==> src/rtl/axi_read_arbiter.sv <==
// Two-port round-robin arbiter sharing one AXI read channel (AR + R).
// One burst is outstanding at a time. The R path is combinational.
// Port rlast is generated from a local beat count.
module axi_read_arbiter #(
    parameter int ADDR_WIDTH = 32,
    parameter int DATA_WIDTH = 32
) (
    input  logic                  clk,
    input  logic                  rst_n,
    input  logic                  i_p0_req,
    input  logic                  i_p1_req,
    input  logic [ADDR_WIDTH-1:0] i_p0_addr,
    input  logic [ADDR_WIDTH-1:0] i_p1_addr,
    input  logic [7:0]            i_p0_len,
    input  logic [7:0]            i_p1_len,
    output logic                  o_p0_gnt,
    output logic                  o_p1_gnt,
    output logic [DATA_WIDTH-1:0] o_p0_rdata,
    output logic [DATA_WIDTH-1:0] o_p1_rdata,
    output logic                  o_p0_rvalid,
    output logic                  o_p1_rvalid,
    output logic                  o_p0_rlast,
    output logic                  o_p1_rlast,
    input  logic                  i_p0_rready,
    input  logic                  i_p1_rready,
    output logic [ADDR_WIDTH-1:0] o_m_araddr,
    output logic [7:0]            o_m_arlen,
    output logic                  o_m_arvalid,
    input  logic                  i_m_arready,
    input  logic [DATA_WIDTH-1:0] i_m_rdata,
    input  logic                  i_m_rvalid,
    input  logic                  i_m_rlast,
    output logic                  o_m_rready,
    output logic                  o_busy,
    output logic                  o_owner,
    output logic                  o_len_err
);

    typedef enum logic [1:0] {IDLE, ADDR, DATA} state_t;

    state_t                r_state, w_next;
    logic [ADDR_WIDTH-1:0] r_araddr;
    logic [7:0]            r_arlen;
    logic                  r_arvalid;
    logic                  r_owner;
    logic                  r_last_gnt;
    logic                  r_p0_gnt, r_p1_gnt;
    logic [7:0]            r_beat_cnt;
    logic                  r_len_err;

    logic w_any_req, w_sel, w_cnt_last, w_beat, w_end;
    logic w_m_rready, w_p0_rvalid, w_p1_rvalid;

    // On a tie, pick the port that was not served last.
    assign w_any_req  = i_p0_req | i_p1_req;
    assign w_sel      = (i_p0_req & i_p1_req) ? ~r_last_gnt : i_p1_req;
    assign w_cnt_last = (r_beat_cnt == r_arlen);
    assign w_beat     = i_m_rvalid & w_m_rready;
    assign w_end      = w_cnt_last | i_m_rlast;

    // State register.
    always_ff @(posedge clk) begin
        if (!rst_n) r_state <= IDLE;
        else        r_state <= w_next;
    end

    // Next-state logic and R-path steering toward the owning port.
    always_comb begin
        w_next      = r_state;
        w_m_rready  = 1'b0;
        w_p0_rvalid = 1'b0;
        w_p1_rvalid = 1'b0;
        case (r_state)
            IDLE: if (w_any_req) w_next = ADDR;
            ADDR: if (i_m_arready) w_next = DATA;
            DATA: begin
                w_m_rready  = r_owner ? i_p1_rready : i_p0_rready;
                w_p0_rvalid = i_m_rvalid & ~r_owner;
                w_p1_rvalid = i_m_rvalid &  r_owner;
                if (i_m_rvalid && w_m_rready && w_end) w_next = IDLE;
            end
            default: w_next = IDLE;
        endcase
    end

    // Burst registers: latch the request, run the AR handshake, count beats.
    always_ff @(posedge clk) begin
        if (!rst_n) begin
            r_araddr   <= '0;
            r_arlen    <= '0;
            r_arvalid  <= 1'b0;
            r_owner    <= 1'b0;
            r_last_gnt <= 1'b1;
            r_p0_gnt   <= 1'b0;
            r_p1_gnt   <= 1'b0;
            r_beat_cnt <= '0;
            r_len_err  <= 1'b0;
        end else begin
            r_p0_gnt <= 1'b0;
            r_p1_gnt <= 1'b0;
            case (r_state)
                IDLE: if (w_any_req) begin
                    r_araddr  <= w_sel ? i_p1_addr : i_p0_addr;
                    r_arlen   <= w_sel ? i_p1_len  : i_p0_len;
                    r_owner   <= w_sel;
                    r_arvalid <= 1'b1;
                end
                ADDR: if (i_m_arready) begin
                    r_arvalid  <= 1'b0;
                    r_p0_gnt   <= ~r_owner;
                    r_p1_gnt   <= r_owner;
                    r_beat_cnt <= '0;
                end
                DATA: if (w_beat) begin
                    r_beat_cnt <= r_beat_cnt + 8'd1;
                    if (w_end) begin
                        r_last_gnt <= r_owner;
                        if (i_m_rlast != w_cnt_last) r_len_err <= 1'b1;
                    end
                end
                default: ;
            endcase
        end
    end

    assign o_p0_gnt    = r_p0_gnt;
    assign o_p1_gnt    = r_p1_gnt;
    assign o_p0_rdata  = i_m_rdata;
    assign o_p1_rdata  = i_m_rdata;
    assign o_p0_rvalid = w_p0_rvalid;
    assign o_p1_rvalid = w_p1_rvalid;
    assign o_p0_rlast  = w_p0_rvalid & w_cnt_last;
    assign o_p1_rlast  = w_p1_rvalid & w_cnt_last;
    assign o_m_araddr  = r_araddr;
    assign o_m_arlen   = r_arlen;
    assign o_m_arvalid = r_arvalid;
    assign o_m_rready  = w_m_rready;
    assign o_busy      = (r_state != IDLE);
    assign o_owner     = r_owner;
    assign o_len_err   = r_len_err;

endmodule

==> config.mk <==
export PLATFORM = sky130hd
export DESIGN_NAME = axi_read_arbiter
export DESIGN_NICKNAME = d
export VERILOG_FILES = /design/src/rtl/axi_read_arbiter.sv
export SDC_FILE = /design/constraint.sdc
export NUM_CORES = 1
export LEC_CHECK = 0
export ABC_CLOCK_PERIOD_IN_PS = 1760
export CAP_MARGIN = 10
export CORE_MARGIN = 1
export CORE_UTILIZATION = 31
export CTS_CLUSTER_DIAMETER = 80
export CTS_CLUSTER_SIZE = 10
export DETAILED_ROUTE_END_ITERATION = 10
export PLACE_DENSITY = 0.77
export SLEW_MARGIN = 0
export SYNTH_ARGS = -nofsm -noshare
export SYNTH_HDL_FRONTEND = slang
export SYNTH_SLANG_ARGS = --single-unit
==> constraint.sdc <==
create_clock -name clk -period 1.76 [get_ports clk]
set_clock_uncertainty 0.05 [all_clocks]
set_input_delay 0.352 -clock clk [delete_from_list [all_inputs] [get_ports clk]]
set_output_delay 0.352 -clock clk [all_outputs]
set_load 0.005 [all_outputs]
==> impl_metrics.csv <==
group,metric,value,unit
yosys,synth-seq-cells,56,
worst_setup_path,critPathMaxFanout,2,
yosys,syn-cell-area,0.00318,mm²
timing,period_needed,1.97,ns
grt,grt_pass1_vias,3020,
yosys,ys_warn_count,0,
worst_setup_path,end_kind,"output pin",
finish,fin_nets,621,
grt,grtUsageMet1,0.211,
cts,postCtsHoldBufs,0,
grt,grt_util_all_layers,0.176,
drt,routed_wl,9.50,mm
floorplanning,die_area,0.0107,mm²
cts,cts_tree,"built",
drt,wl_per_cell,15.0,µm
finish,utilization,0.484,
placed_design,hpwl,6.95,mm
grt,antenna_found_initial,0,
timing,rsz0062_at_grt,"yes",
cts,numCtsBuffers,5,
yosys,synthMuxAreaShare,0.0157,
run_status,violations,"setup timing",
floorplanning,core_area,0.00986,mm²
placed_design,portBuffers,139,
finish,regArea,0.00114,mm²
run_status,status,"finished, violations left",
yosys,synthSimpleGateAreaFrac,0.178,
timing,timing.final.crit_share,1.12,
timing,layout_setup_ws,-0.211,ns
finish,antenna_cells,0,
grt,use_met3,0.0484,
timing,tightest_slew,0.386,ns
run,drv_cap,0,
grt,grt_pass1_wl,14.6,mm
grt,grt-ovfl-total,0,
timing,slew_headroom,0.740,
drt,dr_total_vias,3138,
grt,busiest_layer,"met2",
timing,setup-violations-final,5,
worst_setup_path,start_kind,"flop",
drt,drt-initial-drc-count,129,
cts,clk_latency,0.31,ns
timing,fmax,0.507,GHz
finish,synthToLayoutAreaGrowth,49.9,%
grt,grt.met2_usage,0.301,
yosys,ys_types,39,
finish,multi_input_area,0.00154,mm²
cts,cts_num_sinks,56,
drt,antenna_left,0,
yosys,yosysSeqAreaShare,0.352,
yosys,async_reset_ff_frac,0,
cts,clk_path_buf_depth,2,
yosys,syn-num-nets,517,
cts,htreeDepth,2,
drt,firstDrtPassIters,4,
pwr,p_per_area,713,mW/mm²
worst_setup_path,cp_cell_sequence,"xnor2_1 > nand4_1 > buf_4 > nor4_2 > buf_2",
timing,hold_viol_final,0,
timing,tns,-0.782,ns
pwr,peakVddDrop,0.335,mV
yosys,synth_top_family_by_area,"compound AO/OA/AOI/OAI gates",
floorplanning,rows,36,
drt,viasPerCell,4.97,
cts,cts_root_buf,"clkbuf_8",
worst_setup_path,critical_path_class,"reg -> out",
worst_setup_path,slowest_delay,0.38,ns
pwr,p_leak,1.80,nW
placed_design,finalWeightedCongestion,0.776,
worst_setup_path,required,1.36,ns
cts,clkTransAtPathRegs,0.10,ns
placed_design,place_ws,-0.537,ns
finish,fillers,918,
yosys,synth_xor_area_frac,0.0220,
worst_setup_path,cp_slowest_cell,"dfxtp_1",
grt,grt_max_degree,32,
worst_setup_path,arrival,1.57,ns
yosys,synth_ff_type,"dfxtp_1",
floorplanning,floorplan.initialDensity,0.323,
yosys,syn-mean-instance-area,8.08,µm²
timing,hold_ws,0.446,ns
floorplanning,ios,236,
floorplanning,die_w,103,µm
finish,drive_gt1_frac,0.194,
floorplanning,fp.dieH,103,µm
yosys,syn_inst,394,
yosys,synth_compound_area_frac,0.222,
timing,slew_viol_final,0,
yosys,synth_fa_ha_area_frac,0.00786,
yosys,synth-edff-count,0,
drt,drc_errors,0,
min_path,hp-class,"reg -> reg",
==> area by class of cell <==
type | count | area share
Tap cell | 133 | 0.0349
Timing Repair Buffer | 191 | 0.382
Inverter | 4 | 0.00315
Multi-Input combinational cell | 240 | 0.322
Sequential cell | 56 | 0.238
Clock buffer | 7 | 0.0181
Clock inverter | 1 | 0.00157
==> cells in the final DEF, fill, tap and decap left out, drive strengths merged, types with 4 or more instances in the layout <==
| cell type | synthesis | final |
|---|---|---|
| xnor2 | 8 | 8 |
| clkbuf | 23 | 7 |
| nand2 | 84 | 84 |
| clkdlybuf4s50 | 0 | 131 |
| a21oi | 47 | 47 |
| dfxtp | 56 | 56 |
| nor2 | 6 | 6 |
| buf | 71 | 56 |
| a311oi | 40 | 40 |
| nor4 | 4 | 4 |
| nand3 | 6 | 6 |
| mux2i | 5 | 5 |
==> logic make-up (layout without fill, tap and decap cells) <==
family,after synthesis,count (layout)
AO/OA/AOI/OAI,99,99
XOR/XNOR,8,8
adder cells (fa/ha/maj),2,2
buffers and inverters,98,203
flip-flops,56,56
multiplexers,5,5
AND/OR/NAND/NOR,126,126
==> final timing paths <==
kind,from,to,slack [ns],depth (start not counted)
worst min register to register,r_beat_cnt[7],r_beat_cnt[7],0.45,2
worst max register to register,o_m_arlen[3],r_last_gnt,-0.20,8
worst max-delay path,r_beat_cnt[1],o_p1_rlast,-0.21,5
worst min-delay path,r_beat_cnt[7],r_beat_cnt[7],0.45,2
==> power breakdown <==
group / internal (mW) / leakage, nW / switching (mW)
clock: 0.321 / 0.0445 / 0.428
sequential: 1.40 / 0.467 / 0.0786
combinational: 0.697 / 1.29 / 0.477
total: 2.42 / 1.80 / 0.984
==> synthesized netlist by cell type (2+ instances only) <==
library cell  number  area [µm²]
a21oi_1           47         235
a311oi_1          35         307
a311oi_2           5        75.1
buf_2              3        15.0
buf_4             64         480
buf_6              4        45.0
clkbuf_1          23        86.3
dfxtp_1           56        1120
ha_1               2        25.0
inv_1              4        15.0
mux2i_1            5        50.1
nand2_1           84         315
nand2b_1           3        18.8
nand3_1            6        30.0
nand3b_1           3        22.5
nand4_1            3        18.8
nand4b_1           2        17.5
nor2_1             5        18.8
nor2b_1            2        12.5
nor3_1             3        15.0
nor3b_1            2        15.0
nor4_1             4        25.0
o21ai_0            3        15.0
o31ai_1            2        15.0
or3_1              2        12.5
or4_1              2        15.0
xnor2_1            8        70.1
==> critical path: cells and delay by family, from the launching register on <==
| kind | cells | cell delay, ns |
|---|---|---|
| xor+xnor | 1 | 0.13 |
| simple gates | 2 | 0.41 |
| buf+inv | 2 | 0.34 |
| flops | 1 | 0.38 |
==> flip-flops by register name (all words and copies together) (netlist names) <==
register	cells
o_len_err	1
o_m_araddr	32
o_m_arlen	8
o_m_arvalid	1
o_owner	1
o_p0_gnt	1
o_p1_gnt	1
r_beat_cnt	8
r_last_gnt	1
r_state	2
==> stage by stage <==
step / total power [mW] / instances / area, µm²
after floorplan: 2.05 / 394 / 3190
after global placement: 2.57 / 615 / 4520
after detailed placement: 2.60 / 615 / 4520
after CTS: 3.39 / 628 / 4690
after global routing: 3.60 / 632 / 4770
final: 3.40 / 632 / 4770
==> per-layer routing <==
layer	wire, µm	part of all wire
met5	0	0
met4	174	0.018
met3	629	0.066
met2	4630	0.49
met1	4060	0.43
==> what timing repair did <==
item / CTS / global route
resized for setup: 29 / 19
setup endpoints to repair: 11 / 13
buffers inserted: 5 / 4
pin swaps: 8 / 12
No activity file was read; power rests on OpenSTA's default activity.
